## src/rtl/mlcd_frame_writer_pkg.sv

```systemverilog
`default_nettype none
// ============================================================================
// Module      : mlcd_pkg
// Description : Shared types, command constants and beat-sequencing helpers
//               for the 8080 MCU LCD frame writer.
//               Contents: state_t (frame FSM states), cmd_mode_t (command
//               address style), beat_t (rs + 16-bit bus word), helpers that
//               build the address-set beat sequences.
// Revision    : 1.0 - initial release
// ============================================================================
package mlcd_pkg;

  typedef enum logic [2:0] {
    ST_IDLE     = 3'd0,
    ST_SET_COL  = 3'd1,
    ST_SET_PAGE = 3'd2,
    ST_GRAM_CMD = 3'd3,
    ST_PIXEL    = 3'd4,
    ST_LINE_GAP = 3'd5,
    ST_DONE     = 3'd6
  } state_t;

  // Address style: DCS sends one command then all params; SUB sends a
  // sub-addressed command (cmd<<8 | k) in front of every param k.
  typedef enum logic {
    MODE_DCS = 1'b0,
    MODE_SUB = 1'b1
  } cmd_mode_t;

  localparam logic [7:0] CMD_COL  = 8'h2A;
  localparam logic [7:0] CMD_PAGE = 8'h2B;
  localparam logic [7:0] CMD_GRAM = 8'h2C;

  typedef struct packed {
    logic        rs;
    logic [15:0] word;
  } beat_t;

  // Inclusive end coordinate; one extra bit so x0+w-1 never wraps.
  function automatic logic [11:0] end_coord(logic [10:0] origin, logic [10:0] size);
    return {1'b0, origin} + {1'b0, size} - 12'd1;
  endfunction

  // Index of the final beat of an address-set group.
  function automatic logic [2:0] set_last_idx(cmd_mode_t mode);
    return (mode == MODE_SUB) ? 3'd7 : 3'd4;
  endfunction

  function automatic logic [15:0] gram_word(cmd_mode_t mode);
    return (mode == MODE_SUB) ? {CMD_GRAM, 8'h00} : {8'h00, CMD_GRAM};
  endfunction

  // Beat idx of an address-set group for the span [s, e].
  // Params, in order: s[15:8], s[7:0], e[15:8], e[7:0], each zero-extended.
  function automatic beat_t set_beat(cmd_mode_t mode, logic [7:0] cmd,
                                     logic [2:0] idx, logic [10:0] s,
                                     logic [11:0] e);
    beat_t      b;
    logic [1:0] k;
    k    = (mode == MODE_SUB) ? idx[2:1] : 2'(idx - 3'd1);
    b.rs = (mode == MODE_SUB) ? idx[0] : (idx != 3'd0);
    case (k)
      2'd0:    b.word = {13'd0, s[10:8]};
      2'd1:    b.word = {8'd0, s[7:0]};
      2'd2:    b.word = {12'd0, e[11:8]};
      default: b.word = {8'd0, e[7:0]};
    endcase
    if (!b.rs) begin
      b.word = (mode == MODE_SUB) ? {cmd, 6'd0, idx[2:1]} : {8'd0, cmd};
    end
    return b;
  endfunction

endpackage
`default_nettype wire

```

## src/rtl/mlcd_frame_writer_if.sv

```systemverilog
`default_nettype none
// ============================================================================
// Module      : mlcd_frame_writer_if
// Description : Pixel FIFO read port plus 8080 LCD pin bundle.
//               master : the frame writer (pops FIFO, drives LCD pins)
//               slave  : the FIFO / LCD side
//               Signals: pixel_data, fifo_empty, rd_en, mlcd_cs, mlcd_rd,
//               mlcd_rst, mlcd_bl, mlcd_wr, mlcd_rs, mlcd_data.
// Revision    : 1.0 - initial release
// ============================================================================
interface mlcd_frame_writer_if #(
  parameter int DATA_W = 16
);
  logic [DATA_W-1:0] pixel_data;
  logic              fifo_empty;
  logic              rd_en;
  logic              mlcd_cs;
  logic              mlcd_rd;
  logic              mlcd_rst;
  logic              mlcd_bl;
  logic              mlcd_wr;
  logic              mlcd_rs;
  logic [DATA_W-1:0] mlcd_data;

  modport master (
    input  pixel_data, fifo_empty,
    output rd_en, mlcd_cs, mlcd_rd, mlcd_rst, mlcd_bl,
    output mlcd_wr, mlcd_rs, mlcd_data
  );

  modport slave (
    output pixel_data, fifo_empty,
    input  rd_en, mlcd_cs, mlcd_rd, mlcd_rst, mlcd_bl,
    input  mlcd_wr, mlcd_rs, mlcd_data
  );
endinterface
`default_nettype wire

```

## src/rtl/mlcd_frame_writer_beat.sv

```systemverilog
`default_nettype none
// ============================================================================
// Module      : mlcd_beat
// Description : One 8080 write beat: WR_LOW cycles of wr=0 followed by
//               WR_HIGH cycles of wr=1. rs/data latch at launch and hold.
//   clk, rst_n       : clock, async active-low reset
//   launch           : start a beat (only honoured when ready)
//   beat_rs/beat_data: values to place on the bus for this beat
//   wr, rs, data     : registered LCD pins
//   ready            : no beat in flight; a launch this cycle is accepted
// Revision    : 1.0 - initial release
// ============================================================================
module mlcd_beat #(
  parameter int DATA_W  = 16,
  parameter int WR_LOW  = 1,
  parameter int WR_HIGH = 1
) (
  input  wire logic              clk,
  input  wire logic              rst_n,
  input  wire logic              launch,
  input  wire logic              beat_rs,
  input  wire logic [DATA_W-1:0] beat_data,
  output logic                   wr,
  output logic                   rs,
  output logic [DATA_W-1:0]      data,
  output logic                   ready
);

  localparam int PERIOD = WR_LOW + WR_HIGH;
  localparam int CNT_W  = $clog2(PERIOD + 1);

  // cnt = cycles left in the current beat; zero means idle.
  logic [CNT_W-1:0] r_cnt;
  logic [CNT_W-1:0] w_cnt_dec;

  assign w_cnt_dec = r_cnt - 1'b1;
  assign ready     = (r_cnt == '0);

  always_ff @(posedge clk or negedge rst_n) begin
    if (!rst_n) begin
      r_cnt <= '0;
      wr    <= 1'b1;
      rs    <= 1'b0;
      data  <= '0;
    end else if (launch && ready) begin
      r_cnt <= CNT_W'(PERIOD - 1);
      wr    <= 1'b0;
      rs    <= beat_rs;
      data  <= beat_data;
    end else if (!ready) begin
      r_cnt <= w_cnt_dec;
      // Low phase occupies the first WR_LOW cycles, i.e. while the
      // remaining count is still >= WR_HIGH.
      wr    <= (w_cnt_dec < CNT_W'(WR_HIGH));
    end
  end

endmodule
`default_nettype wire

```

## src/rtl/mlcd_frame_writer.sv

```systemverilog
`default_nettype none
// ============================================================================
// Module      : mlcd_frame_writer
// Description : Per frame: column/page address-set, write-GRAM, then streams
//               win_w*win_h pixels from a FWFT FIFO onto an 8080 LCD bus.
//   clk, rst_n           : clock, async active-low reset
//   lcd_init_done        : level enable; dropping it aborts the frame
//   cmd_mode             : 0 DCS commands, 1 sub-addressed commands
//   win_x0/y0, win_w/h   : window origin and size (sampled per frame)
//   bus (master)         : FIFO read port and LCD pins
//   busy                 : frame in progress
//   frame_done           : one-cycle pulse after the final pixel beat
// Revision    : 1.0 - initial release
// ============================================================================
module mlcd_frame_writer
  import mlcd_pkg::*;
#(
  parameter int DATA_W   = 16,
  parameter int WR_LOW   = 1,
  parameter int WR_HIGH  = 1,
  parameter int LINE_GAP = 0
) (
  input  wire logic        clk,
  input  wire logic        rst_n,
  input  wire logic        lcd_init_done,
  input  wire logic        cmd_mode,
  input  wire logic [10:0] win_x0,
  input  wire logic [10:0] win_y0,
  input  wire logic [10:0] win_w,
  input  wire logic [10:0] win_h,
  mlcd_frame_writer_if.master bus,
  output logic             busy,
  output logic             frame_done
);

  localparam logic [10:0] GAP_LAST = (LINE_GAP > 0) ? 11'(LINE_GAP - 1) : 11'd0;

  state_t      r_state;
  cmd_mode_t   r_mode;
  logic [10:0] r_x0, r_y0, r_w, r_h;
  logic [11:0] r_xe, r_ye;
  logic [2:0]  r_idx;
  logic [10:0] r_col, r_row, r_gap_cnt;
  logic        r_req;
  logic        r_abort;
  logic        r_cmd_rs;
  logic [15:0] r_cmd_word;

  logic              w_ready;
  logic              w_pixel_phase;
  logic              w_launch;
  logic              w_beat_rs;
  logic [DATA_W-1:0] w_beat_data;
  logic              w_wr, w_rs;
  logic [DATA_W-1:0] w_data;
  cmd_mode_t         w_mode_in;
  logic [11:0]       w_xe_in;

  assign w_mode_in = cmd_mode_t'(cmd_mode);
  assign w_xe_in   = end_coord(win_x0, win_w);

  // Pixel beats also wait on FIFO data; lcd_init_done gates every launch so
  // nothing is popped once it falls.
  assign w_pixel_phase = (r_state == ST_PIXEL);
  assign w_launch      = r_req && w_ready && lcd_init_done &&
                         !(w_pixel_phase && bus.fifo_empty);
  assign w_beat_rs     = w_pixel_phase ? 1'b1 : r_cmd_rs;
  assign w_beat_data   = w_pixel_phase ? bus.pixel_data : DATA_W'(r_cmd_word);

  assign bus.rd_en     = w_launch && w_pixel_phase;
  assign bus.mlcd_cs   = 1'b0;
  assign bus.mlcd_rd   = 1'b1;
  assign bus.mlcd_rst  = 1'b1;
  assign bus.mlcd_bl   = 1'b1;
  assign bus.mlcd_wr   = w_wr;
  assign bus.mlcd_rs   = w_rs;
  assign bus.mlcd_data = w_data;

  mlcd_beat #(
    .DATA_W  (DATA_W),
    .WR_LOW  (WR_LOW),
    .WR_HIGH (WR_HIGH)
  ) u_beat (
    .clk       (clk),
    .rst_n     (rst_n),
    .launch    (w_launch),
    .beat_rs   (w_beat_rs),
    .beat_data (w_beat_data),
    .wr        (w_wr),
    .rs        (w_rs),
    .data      (w_data),
    .ready     (w_ready)
  );

  // r_req/r_cmd_* always describe the next beat to send; a launch advances
  // them so command beats run back-to-back at one per beat period.
  always_ff @(posedge clk or negedge rst_n) begin
    if (!rst_n) begin
      r_state    <= ST_IDLE;
      r_mode     <= MODE_DCS;
      r_x0       <= '0;
      r_y0       <= '0;
      r_w        <= '0;
      r_h        <= '0;
      r_xe       <= '0;
      r_ye       <= '0;
      r_idx      <= '0;
      r_col      <= '0;
      r_row      <= '0;
      r_gap_cnt  <= '0;
      r_req      <= 1'b0;
      r_abort    <= 1'b0;
      r_cmd_rs   <= 1'b0;
      r_cmd_word <= '0;
      busy       <= 1'b0;
      frame_done <= 1'b0;
    end else begin
      frame_done <= 1'b0;
      if (r_state != ST_IDLE && (!lcd_init_done || r_abort)) begin
        // Abort: let the in-flight beat finish, then park in IDLE silently.
        r_req <= 1'b0;
        if (w_ready) begin
          r_state <= ST_IDLE;
          r_abort <= 1'b0;
          busy    <= 1'b0;
        end else begin
          r_abort <= 1'b1;
        end
      end else begin
        unique case (r_state)
          ST_IDLE: begin
            if (lcd_init_done && win_w != 11'd0 && win_h != 11'd0) begin
              r_mode  <= w_mode_in;
              r_x0    <= win_x0;
              r_y0    <= win_y0;
              r_w     <= win_w;
              r_h     <= win_h;
              r_xe    <= w_xe_in;
              r_ye    <= end_coord(win_y0, win_h);
              r_idx   <= 3'd0;
              {r_cmd_rs, r_cmd_word} <= set_beat(w_mode_in, CMD_COL, 3'd0, win_x0, w_xe_in);
              r_req   <= 1'b1;
              busy    <= 1'b1;
              r_state <= ST_SET_COL;
            end
          end
          ST_SET_COL: begin
            if (w_launch) begin
              if (r_idx == set_last_idx(r_mode)) begin
                r_idx   <= 3'd0;
                {r_cmd_rs, r_cmd_word} <= set_beat(r_mode, CMD_PAGE, 3'd0, r_y0, r_ye);
                r_state <= ST_SET_PAGE;
              end else begin
                r_idx <= r_idx + 3'd1;
                {r_cmd_rs, r_cmd_word} <= set_beat(r_mode, CMD_COL, r_idx + 3'd1, r_x0, r_xe);
              end
            end
          end
          ST_SET_PAGE: begin
            if (w_launch) begin
              if (r_idx == set_last_idx(r_mode)) begin
                r_cmd_rs   <= 1'b0;
                r_cmd_word <= gram_word(r_mode);
                r_state    <= ST_GRAM_CMD;
              end else begin
                r_idx <= r_idx + 3'd1;
                {r_cmd_rs, r_cmd_word} <= set_beat(r_mode, CMD_PAGE, r_idx + 3'd1, r_y0, r_ye);
              end
            end
          end
          ST_GRAM_CMD: begin
            if (w_launch) begin
              r_col   <= '0;
              r_row   <= '0;
              r_state <= ST_PIXEL;
            end
          end
          ST_PIXEL: begin
            if (w_launch) begin
              if (r_col == r_w - 11'd1) begin
                r_col <= '0;
                if (LINE_GAP > 0) begin
                  // Row advances when the gap ends.
                  r_req     <= 1'b0;
                  r_gap_cnt <= '0;
                  r_state   <= ST_LINE_GAP;
                end else if (r_row == r_h - 11'd1) begin
                  r_req   <= 1'b0;
                  r_state <= ST_DONE;
                end else begin
                  r_row <= r_row + 11'd1;
                end
              end else begin
                r_col <= r_col + 11'd1;
              end
            end
          end
          ST_LINE_GAP: begin
            // Gap counts idle cycles after the line's last beat completes.
            if (w_ready) begin
              if (r_gap_cnt == GAP_LAST) begin
                if (r_row == r_h - 11'd1) begin
                  r_state <= ST_DONE;
                end else begin
                  r_row   <= r_row + 11'd1;
                  r_req   <= 1'b1;
                  r_state <= ST_PIXEL;
                end
              end else begin
                r_gap_cnt <= r_gap_cnt + 11'd1;
              end
            end
          end
          ST_DONE: begin
            if (w_ready) begin
              frame_done <= 1'b1;
              busy       <= 1'b0;
              r_state    <= ST_IDLE;
            end
          end
          default: begin
            r_req   <= 1'b0;
            busy    <= 1'b0;
            r_state <= ST_IDLE;
          end
        endcase
      end
    end
  end

endmodule
`default_nettype wire
```

## src/flat_wrapper.sv

```systemverilog
// flat-port wrapper written by rule: the top's interface ports become plain ports
module mlcd_frame_writer_flat import mlcd_pkg::*;
#(
  parameter int DATA_W   = 16,
  parameter int WR_LOW   = 1,
  parameter int WR_HIGH  = 1,
  parameter int LINE_GAP = 0
)
  (clk, rst_n, lcd_init_done, cmd_mode, win_x0, win_y0, win_w, win_h, busy, frame_done, bus_pixel_data, bus_fifo_empty, bus_rd_en, bus_mlcd_cs, bus_mlcd_rd, bus_mlcd_rst, bus_mlcd_bl, bus_mlcd_wr, bus_mlcd_rs, bus_mlcd_data);
  mlcd_frame_writer_if #(.DATA_W(DATA_W)) bus_i ();
  input  wire logic clk;
  input  wire logic rst_n;
  input  wire logic lcd_init_done;
  input  wire logic cmd_mode;
  input  wire logic [10:0] win_x0;
  input  wire logic [10:0] win_y0;
  input  wire logic [10:0] win_w;
  input  wire logic [10:0] win_h;
  output logic busy;
  output logic frame_done;
  input wire logic [$bits(bus_i.pixel_data)-1:0] bus_pixel_data;
  input wire logic [$bits(bus_i.fifo_empty)-1:0] bus_fifo_empty;
  output wire logic [$bits(bus_i.rd_en)-1:0] bus_rd_en;
  output wire logic [$bits(bus_i.mlcd_cs)-1:0] bus_mlcd_cs;
  output wire logic [$bits(bus_i.mlcd_rd)-1:0] bus_mlcd_rd;
  output wire logic [$bits(bus_i.mlcd_rst)-1:0] bus_mlcd_rst;
  output wire logic [$bits(bus_i.mlcd_bl)-1:0] bus_mlcd_bl;
  output wire logic [$bits(bus_i.mlcd_wr)-1:0] bus_mlcd_wr;
  output wire logic [$bits(bus_i.mlcd_rs)-1:0] bus_mlcd_rs;
  output wire logic [$bits(bus_i.mlcd_data)-1:0] bus_mlcd_data;
  assign bus_i.pixel_data = bus_pixel_data;
  assign bus_i.fifo_empty = bus_fifo_empty;
  assign bus_rd_en = bus_i.rd_en;
  assign bus_mlcd_cs = bus_i.mlcd_cs;
  assign bus_mlcd_rd = bus_i.mlcd_rd;
  assign bus_mlcd_rst = bus_i.mlcd_rst;
  assign bus_mlcd_bl = bus_i.mlcd_bl;
  assign bus_mlcd_wr = bus_i.mlcd_wr;
  assign bus_mlcd_rs = bus_i.mlcd_rs;
  assign bus_mlcd_data = bus_i.mlcd_data;
  mlcd_frame_writer #(.DATA_W(DATA_W), .WR_LOW(WR_LOW), .WR_HIGH(WR_HIGH), .LINE_GAP(LINE_GAP)) u_core (.clk(clk), .rst_n(rst_n), .lcd_init_done(lcd_init_done), .cmd_mode(cmd_mode), .win_x0(win_x0), .win_y0(win_y0), .win_w(win_w), .win_h(win_h), .bus(bus_i), .busy(busy), .frame_done(frame_done));
endmodule
```

## config.mk

```make
export PLATFORM = sky130hd
export DESIGN_NAME = mlcd_frame_writer_flat
export DESIGN_NICKNAME = d
export VERILOG_FILES = /design/src/rtl/mlcd_frame_writer_pkg.sv /design/src/rtl/mlcd_frame_writer_if.sv /design/src/rtl/mlcd_frame_writer_beat.sv /design/src/rtl/mlcd_frame_writer.sv /design/src/flat_wrapper.sv
export SDC_FILE = /design/constraint.sdc
export NUM_CORES = 1
export LEC_CHECK = 0
export ABC_AREA = 0
export CORE_MARGIN = 1
export CORE_UTILIZATION = 35
export DETAILED_ROUTE_END_ITERATION = 8
export PLACE_DENSITY = 0.56
export SLEW_MARGIN = 20
export SYNTH_ARGS = -nofsm -noshare
export SYNTH_HDL_FRONTEND = slang
export SYNTH_SLANG_ARGS = --single-unit
```

## constraint.sdc

```tcl
create_clock -name clk -period 7.45 [get_ports clk]
set_input_delay 1.49 -clock clk [delete_from_list [all_inputs] [get_ports clk]]
set_output_delay 1.49 -clock clk [all_outputs]
set_load 0.03 [all_outputs]
```

==> impl_metrics.ini <==
[floorplanning]
die_w_um = 163
fp.coreArea_sq_um = 25300
rows = 58
die_h_um = 163
dieArea_sq_um = 26600
io_pins = 90
start_util = 0.358

[routing]
dr.pass1.iters = 4
vias_per_cell = 5.00
totalWireLength_mm = 22.3
drt-initial-drc-count = 427
drc = 0
wl_per_cell_um = 15.1
ant_nets = 0
vias = 7417

[worst_setup_path]
crit_type = input pin to primary output
crit_end = bus_rd_en
max_stage_delay_ns = 0.69
cp_common_cell = clkdlybuf4s50_1
cp_top_family = buffers and inverters
arrival_ns = 3.54
ff2ff_path_depth = 10
worstSetupEndpointType = primary output
path_cells = clkdlybuf4s50_1 > nand3_1 > a21o_1 > nor2_1 > clkdlybuf4s50_1
worstPathMaxFanout = 9
worst_ep_required_time_ns = 5.96
crit_path_start_kind = input pin
cp_slowest_cell = clkdlybuf4s50_1
critPathBufInv = 2
r2r_slack_ns = 3.96
cp.depth = 5
r2r-end = u_core.r_col[3]
startpoint = lcd_init_done
r2r-start = u_core.r_w[0]

[sta]
hold_viol_final = 0
finalCritPeriodShare = 0.676
fmax_mhz = 199
drv_slew = 0
relSlewSlack = 0.381
finalSetupViolCount = 0
tns_ns = 0
fin_crit_ns = 5.03
rsz0062_at_grt = false
fin_skew_ns = 0.00815
worst_pin_slew_ns = 0.928

[clock_network]
tritoncts = done
cts_buffers = 17
clk_latency_ns = 0.43
clk_path_buf_depth = 2
postCtsSetupRepairBufs = 0
cts.htree.levels = 4
hold_buffers = 0
post_cts_resized = 0
cts.sinks = 145
clkTransAtPathRegs_ns = 0.06
root_buffer = clkbuf_16

[synthesis]
avgSynthCellArea_sq_um = 8.42
ys.flop_type = dfrtp_1
synthSimpleGateAreaFrac = 0.199
ys_async_sr_fraction = 1.00
synth_cell_types = 70
yosys.area_share.adder = 0.0775
synth_xor_area_frac = 0.0568
yosysWarnings = 0
synth-compound-area-share = 0.158
synth_seq_area_share = 0.400
synth_top_family_by_area = simple AND/OR/NAND/NOR gates
synth_cells = 1078
synth_mux_area_frac = 0.0353
syn_area_sq_um = 9080
synth-edff-count = 0
ys_ff_latch = 145

[grt]
use_met3 = 0.0307
use_met2 = 0.267
busiest_layer = met2
grt_max_degree = 84
antenna_found_initial = 0
overflow = 0
grt.total_usage = 0.177
grt_pass1_wl_mm = 36.9
grt_pass1_vias = 7053
use_met1 = 0.259

[layout]
drive_above_1_share = 0.0546
syn_to_final_growth_pct = 18.9
fill_cells = 2547
diodes = 0
fin_nets = 1261

[worst_hold_path]
min_from = u_core.u_beat.data[14]
hold_path_class = flop to flop

[power]
p_switching_w = 0.00159
power_frac_clock = 0.236
power.total_w = 0.00390
switching_share = 0.407
p_comb_frac = 0.423
seqPwrFrac = 0.340
cellPowerDensity_nw_per_um2 = 361
p_int_w = 0.00231
max-vdd-ir-drop_mv = 0.170
power_leakage_nw = 4.98

[run]
maxCapViolCount = 0

[place]
port_buffers = 85
gp_congestion = 0.833
hpwl_mm = 16.8

[run_status]
status = completed
-- synthesized netlist by cell type, drive strengths merged, types with 23 or more instances --
master	n	area, sq um
mux2i	23	230
dfrtp	144	3600
nand3	24	125
nor3	23	115
xnor2	31	272
clkbuf	39	146
o21ai	100	500
a21oi	40	200
xor2	27	244
inv	116	435
nand2	176	661
nor2	74	285
ha	53	663
-- kinds of logic (layout without fill, tap and decap cells) --
family	count (synthesis)	after routing
simple gates	388	388
fa+ha+maj	55	55
other cells	2	4
buf+inv	165	239
xor+xnor	58	58
flops	145	145
compound gates	234	234
mux	31	31
-- cell type report --
| cell class | instances | area (sq um) | share of cell area |
|---|---|---|---|
| repair buffers | 91 | 897 | 0.0831 |
| clock buffers | 19 | 443 | 0.0410 |
| well taps | 330 | 413 | 0.0382 |
| multi-input cells | 770 | 4790 | 0.444 |
| clock inverters | 13 | 183 | 0.0169 |
| inverters | 116 | 435 | 0.0403 |
| flip-flops and latches | 145 | 3630 | 0.336 |
-- metal layers --
metal | part of all wire | up-vias
li1 | - | 3793
met1 | 0.52 | 3453
met4 | 0.012 | 0
met3 | 0.040 | 22
met5 | 0 | -
met2 | 0.43 | 149
-- through the flow --
step / std cells / instance area [sq um] / setup slack, ns / hold slack (ns) / util
finish: 1484 / 10800 / 2.42 / 0.466 / 0.426
global route: 1484 / 10800 / 2.30 / 0.497 / 0.426
CTS: 1484 / 10800 / 2.43 / 0.473 / 0.426
detailed placement: 1452 / 10200 / 2.45 / 0.458 / 0.402
global placement: 1452 / 10200 / 2.49 / 0.452 / 0.402
floorplan: 1080 / 9080 / 3.62 / 0.439 / -
-- state kept, by name (all words and copies together) (netlist names), 2 cells and up --
register / cells
u_core.r_row: 11
u_core.r_gap_cnt: 11
u_core.r_col: 11
u_core.r_idx: 3
u_core.r_h: 11
u_core.r_w: 11
u_core.r_cmd_word: 12
u_core.r_x0: 11
u_core.r_ye: 12
u_core.r_state: 3
u_core.r_y0: 11
u_core.r_xe: 12
u_core.u_beat.data: 16
u_core.u_beat.r_cnt: 2
-- cells in the final DEF, fill, tap and decap left out, types with 5 or more instances in the layout --
master,synthesis,layout
mux2i_1,23,23
clkdlybuf4s50_1,0,84
nor2b_1,7,7
a21o_1,9,9
o21a_1,6,6
buf_4,5,6
nand3b_1,6,6
o22ai_1,5,5
clkbuf_16,0,17
o21ai_0,99,99
nor4_1,11,11
nand4_1,17,17
a31oi_1,21,21
and2_1,5,5
a211oi_1,7,7
o31ai_1,7,7
nor2_1,73,73
a21oi_1,40,39
nor3_1,23,23
dfrtp_1,144,144
mux2_2,8,8
inv_1,116,116
xnor2_1,31,31
xor2_1,26,26
nand2_1,176,176
and3_1,5,5
nand3_1,23,23
nand2b_1,18,18
ha_1,53,53
-- worst min-delay path by stage --
| stage | end | slack, ns | depth (start not counted) |
|---|---|---|---|
| after floorplan | u_core.r_gap_cnt[10] | 0.44 | 1 |
| after global placement | u_core.u_beat.data[14] | 0.45 | 2 |
| after detailed placement | u_core.u_beat.data[14] | 0.46 | 2 |
| after CTS | u_core.u_beat.data[14] | 0.47 | 2 |
| after global routing | u_core.r_y0[10] | 0.50 | 2 |
| final | u_core.u_beat.data[14] | 0.47 | 2 |
-- worst register-to-register path: cells and delay by family (launching register included) --
| family | cells | cell delay, ns |
|---|---|---|
| and+or+nand+nor | 4 | 1.39 |
| AOI/OAI and AO/OA | 4 | 1.26 |
| DFF | 1 | 0.44 |
| adders and majority gates | 1 | 0.19 |
| buffers and inverters | 1 | 0.09 |
-- power by group through the flow --
stage | clock network (W) | logic [W] | registers (W)
2_1_floorplan | 0 | 0.00117 | 0.00132
3_3_place_gp | 0 | 0.00163 | 0.00133
3_5_place_dp | 0 | 0.00165 | 0.00134
4_1_cts | 0.000943 | 0.00166 | 0.00133
5_1_grt | 0.000977 | 0.00185 | 0.00137
6_report | 0.000921 | 0.00165 | 0.00133
No activity file was read; power rests on OpenSTA's default activity.
